--- src/rtl/bck_slot_scheduler_pkg.sv ---
// Shared constants for the backward-extension slot scheduler: pipeline status
// codes, read id width, slot-state encodings and the slot context record.
package bck_slot_scheduler_pkg;

  localparam int NUM_SLOTS      = 4;
  localparam int SLOT_W         = 2;
  localparam int READ_NUM_WIDTH = 16;
  localparam int STATUS_W       = 6;

  localparam logic [STATUS_W-1:0] BUBBLE  = 6'd0;
  localparam logic [STATUS_W-1:0] BCK_INI = 6'd1;
  localparam logic [STATUS_W-1:0] BCK_RUN = 6'd2;

  localparam logic [1:0] SLOT_FREE      = 2'd0;
  localparam logic [1:0] SLOT_RDY_INI   = 2'd1;
  localparam logic [1:0] SLOT_IN_FLIGHT = 2'd2;
  localparam logic [1:0] SLOT_RDY_RUN   = 2'd3;

  typedef struct packed {
    logic [1:0]                state;
    logic [READ_NUM_WIDTH-1:0] read_num;
  } slot_t;

  // Status a ready slot carries into stage 1.
  function automatic logic [STATUS_W-1:0] status_for(input logic [1:0] state);
    return (state == SLOT_RDY_INI) ? BCK_INI : BCK_RUN;
  endfunction

endpackage

--- src/rtl/bck_slot_scheduler_if.sv ---
// Parser / pipeline-tail / stage-1 signals of the slot scheduler.
interface bck_slot_scheduler_if;
  import bck_slot_scheduler_pkg::*;

  logic                      stall;
  logic                      new_valid;
  logic [READ_NUM_WIDTH-1:0] new_read_num;
  logic                      new_ready;
  logic                      ret_valid;
  logic [SLOT_W-1:0]         ret_slot;
  logic                      ret_done;
  logic [READ_NUM_WIDTH-1:0] issue_read_num;
  logic [SLOT_W-1:0]         issue_slot;
  logic [STATUS_W-1:0]       issue_status;
  logic                      done_valid;
  logic [READ_NUM_WIDTH-1:0] done_read_num;
  logic                      proto_err;

  modport master (
    output stall, new_valid, new_read_num, ret_valid, ret_slot, ret_done,
    input  new_ready, issue_read_num, issue_slot, issue_status,
           done_valid, done_read_num, proto_err
  );

  modport slave (
    input  stall, new_valid, new_read_num, ret_valid, ret_slot, ret_done,
    output new_ready, issue_read_num, issue_slot, issue_status,
           done_valid, done_read_num, proto_err
  );

endinterface

--- src/rtl/bck_slot_scheduler_rr_pick.sv ---
// Combinational round-robin picker: first set bit of ready at or after ptr,
// wrapping around. N must be a power of two with W = log2(N).
module bck_rr_pick #(
  parameter int N = 4,
  parameter int W = 2
) (
  input  logic [N-1:0] ready,
  input  logic [W-1:0] ptr,
  output logic         found,
  output logic [W-1:0] idx
);

  logic [N-1:0] rot;
  logic [W-1:0] off;

  // rot[k] is the slot k positions after ptr; W-bit addition provides the wrap.
  generate
    for (genvar gi = 0; gi < N; gi++) begin : g_rot
      assign rot[gi] = ready[ptr + W'(gi)];
    end
  endgenerate

  always_comb begin
    found = 1'b0;
    off   = '0;
    for (int i = N - 1; i >= 0; i--) begin
      if (rot[i]) begin
        found = 1'b1;
        off   = W'(i);
      end
    end
  end

  assign idx = ptr + off;

endmodule

--- src/rtl/bck_slot_scheduler.sv ---
// Holds NUM_SLOTS read contexts and injects one token per non-stalled cycle
// into stage 1, sharing the slots round-robin.
module bck_slot_scheduler
  import bck_slot_scheduler_pkg::*;
(
  input  logic                 clk,
  input  logic                 rst,
  bck_slot_scheduler_if.slave  bus
);

  slot_t slot_reg  [NUM_SLOTS];
  slot_t slot_next [NUM_SLOTS];

  logic [NUM_SLOTS-1:0]      free_vec;
  logic [NUM_SLOTS-1:0]      rdy_vec;
  logic                      alloc_found;
  logic [SLOT_W-1:0]         alloc_idx;
  logic                      issue_found;
  logic [SLOT_W-1:0]         issue_idx;
  logic                      alloc_fire;
  logic                      ret_ok;

  logic [SLOT_W-1:0]         rr_ptr_reg,         rr_ptr_next;
  logic                      new_ready_reg,      new_ready_next;
  logic [READ_NUM_WIDTH-1:0] issue_read_num_reg, issue_read_num_next;
  logic [SLOT_W-1:0]         issue_slot_reg,     issue_slot_next;
  logic [STATUS_W-1:0]       issue_status_reg,   issue_status_next;
  logic                      done_valid_reg,     done_valid_next;
  logic [READ_NUM_WIDTH-1:0] done_read_num_reg,  done_read_num_next;
  logic                      proto_err_reg,      proto_err_next;

  generate
    for (genvar gi = 0; gi < NUM_SLOTS; gi++) begin : g_vec
      assign free_vec[gi] = (slot_reg[gi].state == SLOT_FREE);
      assign rdy_vec[gi]  = (slot_reg[gi].state == SLOT_RDY_INI) ||
                            (slot_reg[gi].state == SLOT_RDY_RUN);
    end
  endgenerate

  // A picker anchored at 0 yields the lowest-index free slot.
  bck_rr_pick #(.N(NUM_SLOTS), .W(SLOT_W)) u_alloc_pick (
    .ready (free_vec),
    .ptr   (SLOT_W'(0)),
    .found (alloc_found),
    .idx   (alloc_idx)
  );

  bck_rr_pick #(.N(NUM_SLOTS), .W(SLOT_W)) u_issue_pick (
    .ready (rdy_vec),
    .ptr   (rr_ptr_reg),
    .found (issue_found),
    .idx   (issue_idx)
  );

  assign alloc_fire = bus.new_valid && new_ready_reg && alloc_found;
  assign ret_ok     = (slot_reg[bus.ret_slot].state == SLOT_IN_FLIGHT);

  // Allocation, issue and return always hit distinct slots, so their updates compose.
  always_comb begin
    for (int i = 0; i < NUM_SLOTS; i++) begin
      slot_next[i] = slot_reg[i];
    end
    rr_ptr_next         = rr_ptr_reg;
    issue_read_num_next = issue_read_num_reg;
    issue_slot_next     = issue_slot_reg;
    issue_status_next   = issue_status_reg;
    done_valid_next     = 1'b0;
    done_read_num_next  = done_read_num_reg;
    proto_err_next      = proto_err_reg;

    if (alloc_fire) begin
      slot_next[alloc_idx].state    = SLOT_RDY_INI;
      slot_next[alloc_idx].read_num = bus.new_read_num;
    end

    if (!bus.stall) begin
      if (issue_found) begin
        issue_read_num_next          = slot_reg[issue_idx].read_num;
        issue_slot_next              = issue_idx;
        issue_status_next            = status_for(slot_reg[issue_idx].state);
        slot_next[issue_idx].state   = SLOT_IN_FLIGHT;
        rr_ptr_next                  = issue_idx + SLOT_W'(1);
      end else begin
        issue_read_num_next = '0;
        issue_slot_next     = '0;
        issue_status_next   = BUBBLE;
      end
    end

    if (bus.ret_valid) begin
      if (ret_ok) begin
        if (bus.ret_done) begin
          slot_next[bus.ret_slot].state = SLOT_FREE;
          done_valid_next               = 1'b1;
          done_read_num_next            = slot_reg[bus.ret_slot].read_num;
        end else begin
          slot_next[bus.ret_slot].state = SLOT_RDY_RUN;
        end
      end else begin
        proto_err_next = 1'b1;
      end
    end

    new_ready_next = 1'b0;
    for (int i = 0; i < NUM_SLOTS; i++) begin
      if (slot_next[i].state == SLOT_FREE) begin
        new_ready_next = 1'b1;
      end
    end
  end

  always_ff @(posedge clk or negedge rst) begin
    if (!rst) begin
      for (int i = 0; i < NUM_SLOTS; i++) begin
        slot_reg[i] <= '{state: SLOT_FREE, read_num: '0};
      end
      rr_ptr_reg         <= '0;
      new_ready_reg      <= 1'b1;
      issue_read_num_reg <= '0;
      issue_slot_reg     <= '0;
      issue_status_reg   <= BUBBLE;
      done_valid_reg     <= 1'b0;
      done_read_num_reg  <= '0;
      proto_err_reg      <= 1'b0;
    end else begin
      for (int i = 0; i < NUM_SLOTS; i++) begin
        slot_reg[i] <= slot_next[i];
      end
      rr_ptr_reg         <= rr_ptr_next;
      new_ready_reg      <= new_ready_next;
      issue_read_num_reg <= issue_read_num_next;
      issue_slot_reg     <= issue_slot_next;
      issue_status_reg   <= issue_status_next;
      done_valid_reg     <= done_valid_next;
      done_read_num_reg  <= done_read_num_next;
      proto_err_reg      <= proto_err_next;
    end
  end

  assign bus.new_ready      = new_ready_reg;
  assign bus.issue_read_num = issue_read_num_reg;
  assign bus.issue_slot     = issue_slot_reg;
  assign bus.issue_status   = issue_status_reg;
  assign bus.done_valid     = done_valid_reg;
  assign bus.done_read_num  = done_read_num_reg;
  assign bus.proto_err      = proto_err_reg;

endmodule

--- src/flat_wrapper.sv ---
// flat-port wrapper written by rule: the top's interface ports become plain ports
module bck_slot_scheduler_flat import bck_slot_scheduler_pkg::*;
  (clk, rst, bus_stall, bus_new_valid, bus_new_read_num, bus_ret_valid, bus_ret_slot, bus_ret_done, bus_new_ready, bus_issue_read_num, bus_issue_slot, bus_issue_status, bus_done_valid, bus_done_read_num, bus_proto_err);
  bck_slot_scheduler_if bus_i ();
  input  logic clk;
  input  logic rst;
  input wire logic [$bits(bus_i.stall)-1:0] bus_stall;
  input wire logic [$bits(bus_i.new_valid)-1:0] bus_new_valid;
  input wire logic [$bits(bus_i.new_read_num)-1:0] bus_new_read_num;
  input wire logic [$bits(bus_i.ret_valid)-1:0] bus_ret_valid;
  input wire logic [$bits(bus_i.ret_slot)-1:0] bus_ret_slot;
  input wire logic [$bits(bus_i.ret_done)-1:0] bus_ret_done;
  output wire logic [$bits(bus_i.new_ready)-1:0] bus_new_ready;
  output wire logic [$bits(bus_i.issue_read_num)-1:0] bus_issue_read_num;
  output wire logic [$bits(bus_i.issue_slot)-1:0] bus_issue_slot;
  output wire logic [$bits(bus_i.issue_status)-1:0] bus_issue_status;
  output wire logic [$bits(bus_i.done_valid)-1:0] bus_done_valid;
  output wire logic [$bits(bus_i.done_read_num)-1:0] bus_done_read_num;
  output wire logic [$bits(bus_i.proto_err)-1:0] bus_proto_err;
  assign bus_i.stall = bus_stall;
  assign bus_i.new_valid = bus_new_valid;
  assign bus_i.new_read_num = bus_new_read_num;
  assign bus_i.ret_valid = bus_ret_valid;
  assign bus_i.ret_slot = bus_ret_slot;
  assign bus_i.ret_done = bus_ret_done;
  assign bus_new_ready = bus_i.new_ready;
  assign bus_issue_read_num = bus_i.issue_read_num;
  assign bus_issue_slot = bus_i.issue_slot;
  assign bus_issue_status = bus_i.issue_status;
  assign bus_done_valid = bus_i.done_valid;
  assign bus_done_read_num = bus_i.done_read_num;
  assign bus_proto_err = bus_i.proto_err;
  bck_slot_scheduler u_core (.clk(clk), .rst(rst), .bus(bus_i));
endmodule
--- config.mk ---
export PLATFORM = sky130hd
export DESIGN_NAME = bck_slot_scheduler_flat
export DESIGN_NICKNAME = d
export VERILOG_FILES = /design/src/rtl/bck_slot_scheduler_pkg.sv /design/src/rtl/bck_slot_scheduler_if.sv /design/src/rtl/bck_slot_scheduler_rr_pick.sv /design/src/rtl/bck_slot_scheduler.sv /design/src/flat_wrapper.sv
export SDC_FILE = /design/constraint.sdc
export NUM_CORES = 1
export LEC_CHECK = 0
export BUFFER_PORTS_ARGS = -buffer_cell sky130_fd_sc_hd__buf_2
export CAP_MARGIN = 15
export CORE_MARGIN = 3
export CORE_UTILIZATION = 48
export DETAILED_ROUTE_END_ITERATION = 7
export PLACE_DENSITY = 0.79
export SLEW_MARGIN = 20
export SYNTH_ARGS = -nofsm -noshare
export SYNTH_HDL_FRONTEND = slang
export SYNTH_HIERARCHICAL = 1
export SYNTH_SLANG_ARGS = --single-unit
--- constraint.sdc ---
create_clock -name clk -period 3.3 [get_ports clk]
set_input_delay 0.33 -clock clk [delete_from_list [all_inputs] [get_ports clk]]
set_output_delay 0.33 -clock clk [all_outputs]
set_load 0.005 [all_outputs]
==> results of run 1 <==
[power by group through the flow]
| stage | clock network (mW) | registers [mW] | logic (mW) |
|---|---|---|---|
| 6_report | 2.14 | 2.63 | 4.18 |
| 5_1_grt | 2.23 | 2.72 | 4.49 |
| 4_1_cts | 2.17 | 2.62 | 4.18 |
| 3_5_place_dp | 0 | 2.62 | 4.13 |
| 3_3_place_gp | 0 | 2.54 | 4.00 |
| 2_1_floorplan | 0 | 2.46 | 3.09 |
[final cells by class]
| type | instances | area (um2) |
|---|---|---|
| clock buffers | 22 | 464 |
| clock inverters | 10 | 229 |
| fillers | 873 | 4640 |
| inverters | 8 | 30.0 |
| multi-input cells | 269 | 2760 |
| flip-flops and latches | 113 | 2830 |
| well taps | 143 | 179 |
| repair buffers | 75 | 435 |
[synth_stat cells, types with 3 or more instances]
library cell and instances:
clkbuf_1 16, mux2_4 11, dfrtp_1 112, nor2b_1 10
and3b_1 4, mux2_1 3, xnor2_1 4, mux2i_1 5
nand2_1 21, a22o_1 18, a21oi_1 8, o211ai_1 3
o21ai_0 7, nor2_1 8, inv_1 8, buf_2 10
ha_1 6, nand3_1 3, mux4_2 33, buf_4 4
mux2_2 68
[through the flow]
| step | worst slack [ns] | util | hold slack, ns |
|---|---|---|---|
| global route | 0.0645 | 0.599 | 0.0294 |
| global placement | 0.441 | 0.539 | 0.452 |
| CTS | 0.228 | 0.599 | 0.0278 |
| floorplan | 0.452 | - | 0.0344 |
| detailed placement | 0.279 | 0.539 | 0.462 |
| finish | 0.202 | 0.599 | -0.0323 |
[critical path, cell delays in order (launching register included)]
cell and delay (ns):
dfrtp_1 0.51, nor2_1 0.22, a2bb2oi_1 0.18, o211ai_1 0.10, o21a_1 0.13, ha_1 0.19
xnor2_1 0.23, xnor2_2 0.15, ha_1 0.22, and3b_1 0.23, a2111oi_1 0.46, a2111oi_0 0.15
o2111ai_1 0.24
[worst min path at each step]
stage          from                                       end  slack (ns)  depth (start not counted)
5_1_grt         rst   u_core/bus.done_read_num[8]$_DFFE_PN0P_        0.03                          2
4_1_cts         rst                asynchronous set/reset pin        0.03                          2
3_5_place_dp    rst   u_core/bus.done_read_num[8]$_DFFE_PN0P_        0.46                          2
3_3_place_gp    rst   u_core/bus.done_read_num[8]$_DFFE_PN0P_        0.45                          2
6_report        rst  u_core/bus.issue_read_num[9]$_DFFE_PN0N_       -0.03                          2
2_1_floorplan   rst                asynchronous set/reset pin        0.03                          0
[metal layers]
layer	global-route usage	share of wire	routed length, um
met4	0.0720	0.019	255
met5	0	0	0
met2	0.351	0.51	6900
met3	0.0668	0.075	1010
met1	0.270	0.39	5300
[kinds of logic (layout without fill, tap and decap cells)]
| logic type | count (synthesis) | count (layout) | share of synthesized area |
|---|---|---|---|
| multiplexers | 120 | 120 | 0.306 |
| flip-flops | 113 | 113 | 0.493 |
| AND/OR/NAND/NOR | 67 | 67 | 0.0652 |
| AO/OA/AOI/OAI | 60 | 60 | 0.0789 |
| buffers and inverters | 42 | 115 | 0.0368 |
| adder cells (fa/ha/maj) | 6 | 6 | 0.0131 |
| XOR/XNOR | 4 | 4 | 0.00610 |
| other | 1 | 12 | 0.000653 |
==> qor.txt, run 1 <==
Die area: 0.0133 mm2
Post-route minimum period: 3.10 ns
Endpoints failing setup: 0
Clock tree sinks: 113
Minimum hold slack: -0.0323 ns
DP Area: 0.00623 mm2
Crit. Startpoint: u_core/slot_reg[70]$_DFF_PN0_
Gpl congestion: 0.923
Total chip power: 8.95 mW
Failing checks: hold timing
Synth area leader: dfrtp_1
Critical Path End: u_core/bus.new_ready$_DFF_PN1_
Max IR drop VDD: 0.000553 V
Seq pwr share: 0.294
Clk slew on worst S/H paths: 0.05 ns
Die Y: 115 um
Core area: 0.0116 mm2
ANT cells: 0
Initial Util: 0.496
Seq cells post-synth: 113
CTS Buf Count: 17
R2R depth: 12
Placed cell count: 608
Status: finished with violations
CTS resizes: 0
FF-to-FF setup slack: 0.20 ns
Skew final: 0.00560 ns
Achievable frequency: 0.323 GHz
Top cells by area, synth: dfrtp_1, mux2_2, mux4_2
Most frequent cells in the layout: dfrtp_1, mux2_2, buf_2, mux4_2, nand2_1
First-pass DRT Iterations: 4
Routed Wire Length: 13500 um
RSZ-0062 raised after global routing: false
Post-CTS Setup Bufs: 0
EDFF count, synth: 0
Static Leak: 3.12 nW
Io pins: 67
CTS tree: done
RR Endpoint: u_core/bus.new_ready$_DFF_PN1_
Mean Syn Cell Area: 13.9 um2
ANT nets after route: 0
Cells after synthesis: 413
Htree depth: 4
WL/cell: 21.0 um
Worst path arrival time: 3.42 ns
Design Area, Final: 0.00692 mm2
Post-Syn Area: 0.00574 mm2
GRT Total Usage: 0.214
Share of cells above drive strength 1: 0.455
Pwr per Cell Area: 1290 mW/mm2
Die Wd: 115 um
Clock group share of total power: 0.239
Synth top area share: 0.488
Most common cell after layout, fill and taps aside: dfrtp_1
Kind of critical path: reg2reg
Final TNS setup: 0 ns
Clock Latency Late Sink: 0.41 ns
Routed vias/inst: 5.98
IO buf count: 62
Synthesis Warnings: 6
Cell Count, Final, Fillers Out: 640
Grt ovf: 0
Async set-or-reset flop fraction in the synthesized netlist: 1.00
Distinct cell type count after synthesis: 56
Req. time, crit path: 3.62 ns
Post-CTS Hold Fix Bufs: 0
Max Fanout on Critical Path: 11
Worst Tran Pin Value: 0.861 ns
Max-cap violations: 0
FF-to-FF Start: u_core/slot_reg[70]$_DFF_PN0_
Vias: 3829
Root Buffer: clkbuf_16
Sw frac: 0.336
Max Transition Viols Final: 0
Area grow syn2layout: 20.6%
Final worst-path cycle share: 0.939
Final net count: 514
Number of global-route vias before repair: 4081
Drt initial violations: 367
Initial antenna violation count: 0
Switching power: 3.01 mW
First-pass GRT wire length: 21500 um
Internal Power: 5.94 mW
Combinational Power Share: 0.467
Residual DRC: 0
CP Capture Type: register
Longest Clk Path Bufs: 2
Worst Hold Class: in2async
Final Hold Fails: 10
Largest net degree at the start of global routing: 114
Rows: 39
Post-synthesis sequential area ratio: 0.493
Top FF cell, synth: dfrtp_1
Crit start category: register
Final HPWL DP: 8620 um
Slew HR: 0.423
Note: power is estimated with default switching activity, not from simulation.
==> inputs of run 2 (changes only) <==
- SETUP_SLACK_MARGIN: unset -> 0.4
==> run 2 against run 1 <==
The run now ends clean. Power rose by 2.9%. Routed wire length rose by 1.3%. Sequential share of layout area fell by 0.67 points. Highest routed layer unchanged. Count of clock-buffer cells in the layout unchanged. Via count increased by 0.86%. Cell count increased by 0.47%. Clock power about the same. Largest cell class is now multi-input combinational cells. Final area is 1.8% higher. Non-clock buffer count rose by 3. Maximum frequency up 8.4%. Combinational power grew 6.0%. Core utilization rose by 1.1 points.
==> qor.txt, run 2 (synthesis results as in run 1) <==
Final Hold Fails: 0 (was 10)
Die area: 0.0133 mm2 (unchanged)
ANT cells: 0 (unchanged)
Max Fanout on Critical Path: 10 (was 11)
Sw frac: 0.336 (about the same)
Clock tree sinks: 113 (unchanged)
Residual DRC: 0 (unchanged)
Max IR drop VDD: 0.000587 V (was 0.000553 V)
Number of global-route vias before repair: 4106 (was 4081)
Routed vias/inst: 6.01 (was 5.98)
Most frequent cells in the layout: dfrtp_1, mux2_2, buf_2, mux4_2, nand2_1 (unchanged)
Htree depth: 4 (unchanged)
IO buf count: 62 (unchanged)
Final TNS setup: 0 ns (unchanged)
Seq pwr share: 0.287 (was 0.294)
Final HPWL DP: 8620 um (unchanged)
Largest net degree at the start of global routing: 114 (unchanged)
Minimum hold slack: 0.00417 ns (was -0.0323 ns)
CTS Buf Count: 17 (unchanged)
Kind of critical path: reg2reg (unchanged)
Slew HR: 0.436 (was 0.423)
Status: completed (was finished with violations)
CTS tree: done (unchanged)
Worst Hold Class: in2async (unchanged)
Post-route minimum period: 2.86 ns (was 3.10 ns)
Worst path arrival time: 3.17 ns (was 3.42 ns)
Pwr per Cell Area: 1310 mW/mm2 (was 1290 mW/mm2)
Static Leak: 3.14 nW (was 3.12 nW)
Req. time, crit path: 3.61 ns (was 3.62 ns)
Drt initial violations: 355 (was 367)
Most common cell after layout, fill and taps aside: dfrtp_1 (unchanged)
Clk slew on worst S/H paths: 0.05 ns (about the same)
Worst Tran Pin Value: 0.842 ns (was 0.861 ns)
WL/cell: 21.2 um (was 21.0 um)
Routed Wire Length: 13600 um (was 13500 um)
Crit. Startpoint: u_core/slot_reg[70]$_DFF_PN0_ (unchanged)
Post-CTS Hold Fix Bufs: 0 (unchanged)
FF-to-FF Start: u_core/slot_reg[70]$_DFF_PN0_ (unchanged)
Slowest cell on crit path: dfrtp_2 (was dfrtp_1)
Core area: 0.0116 mm2 (unchanged)
First-pass GRT wire length: 21700 um (was 21500 um)
Cell Count, Final, Fillers Out: 643 (was 640)
Final worst-path cycle share: 0.866 (was 0.939)
Final net count: 517 (was 514)
Die Wd: 115 um (unchanged)
Skew final: 0.00513 ns (was 0.00560 ns)
Initial antenna violation count: 0 (unchanged)
Fill cells: 841 (was 873)
Crit-path cells: nor2_2 > a2bb2oi_1 > o211ai_1 > o21a_1 > ha_4 > xnor2_2 > xnor2_2 > ha_1 > and3b_2 > a2111oi_4 > a2111oi_2 > o2111ai_1 (was nor2_1 > a2bb2oi_1 > o211ai_1 > o21a_1 > ha_1 > xnor2_1 > xnor2_2 > ha_1 > and3b_1 > a2111oi_1 > a2111oi_0 > o2111ai_1)
Max incr delay on CP: 0.49 ns (was 0.51 ns)
Max-cap violations: 0 (unchanged)
GRT Total Usage: 0.215 (was 0.214)
FF-to-FF setup slack: 0.44 ns (was 0.20 ns)
Switching power: 3.10 mW (was 3.01 mW)
Crit start category: register (unchanged)
Clock group share of total power: 0.232 (was 0.239)
Root Buffer: clkbuf_16 (unchanged)
Share of cells above drive strength 1: 0.494 (was 0.455)
First-pass DRT Iterations: 5 (was 4)
RSZ-0062 raised after global routing: true (was false)
WP buf/inv: 0 (unchanged)
Longest Clk Path Bufs: 2 (unchanged)
Gpl congestion: 0.923 (unchanged)
Most frequent CP cell: xnor2_2 (was ha_1)
Internal Power: 6.12 mW (was 5.94 mW)
Die Y: 115 um (unchanged)
Combinational Power Share: 0.481 (was 0.467)
ANT nets after route: 0 (unchanged)
CP Capture Type: register (unchanged)
Endpoints failing setup: 0 (unchanged)
Io pins: 67 (unchanged)
Rows: 39 (unchanged)
Area grow syn2layout: 22.9% (was 20.6%)
Initial Util: 0.496 (unchanged)
Placed cell count: 608 (unchanged)
Max Transition Viols Final: 0 (unchanged)
Achievable frequency: 0.350 GHz (was 0.323 GHz)
CP delay by family, top: compound AO/OA/AOI/OAI gates (unchanged)
Grt ovf: 0 (unchanged)
Clock Latency Late Sink: 0.40 ns (was 0.41 ns)
Vias: 3862 (was 3829)
[run 2: cell type report]
class,instances,area [um2],share of cell area
well taps,143,179,0.0254
repair buffers,78,469,0.0665
flip-flops and latches,113,2830,0.402
multi-input cells,269,2850,0.404
inverters,8,30.0,0.00426
clock inverters,10,229,0.0325
clock buffers,22,464,0.0658
[run 2: final timing paths]
kind | to | cells after the start
max reg2reg | u_core/bus.new_ready$_DFF_PN1_ | 12
min | u_core/bus.done_read_num[8]$_DFFE_PN0P_ | 2
max in group asynchronous | u_core/slot_reg[16]$_DFF_PN0_ | 2
max | u_core/bus.new_ready$_DFF_PN1_ | 12
min in group clk | register | 2
min reg2reg | u_core/bus.issue_slot[1]$_DFFE_PN0N_ | 2
[run 2: what timing repair did]
item	in CTS	in global routing
buffers inserted	1	2
gates resized for setup	12	17
setup endpoints to repair	49	84
pin swaps	2	1
[run 2: power groups by stage]
stage / clock network, mW / logic (mW) / registers (mW)
final: 2.14 / 4.43 / 2.65
after global routing: 2.23 / 4.73 / 2.74
after CTS: 2.17 / 4.26 / 2.62
after detailed placement: 0 / 4.13 / 2.62
after global placement: 0 / 4.00 / 2.54
after floorplan: 0 / 3.09 / 2.46
[run 2: worst reg2reg max path, stage by stage (launching register included)]
cell and delay (ns):
dfrtp_2 0.49, nor2_2 0.16, a2bb2oi_1 0.19, o211ai_1 0.11, o21a_1 0.16, ha_4 0.17
xnor2_2 0.14, xnor2_2 0.18, ha_1 0.21, and3b_2 0.25, a2111oi_4 0.38, a2111oi_2 0.10
o2111ai_1 0.23
[run 2: per-layer routing]
metal / track usage / wire length, um
met1: 0.274 / 5590
met2: 0.351 / 6790
met3: 0.0647 / 983
met4: 0.0782 / 270
met5: 0 / 0
[run 2: per-stage QoR]
step	power [mW]	instance area (um2)	worst slack, ns	utilization
floorplan	5.55	5780	0.452	-
global placement	6.54	6230	0.441	0.539
detailed placement	6.75	6230	0.279	0.539
global route	9.71	7050	0.293	0.610
CTS	9.04	6970	0.367	0.602
finish	9.21	7050	0.443	0.610
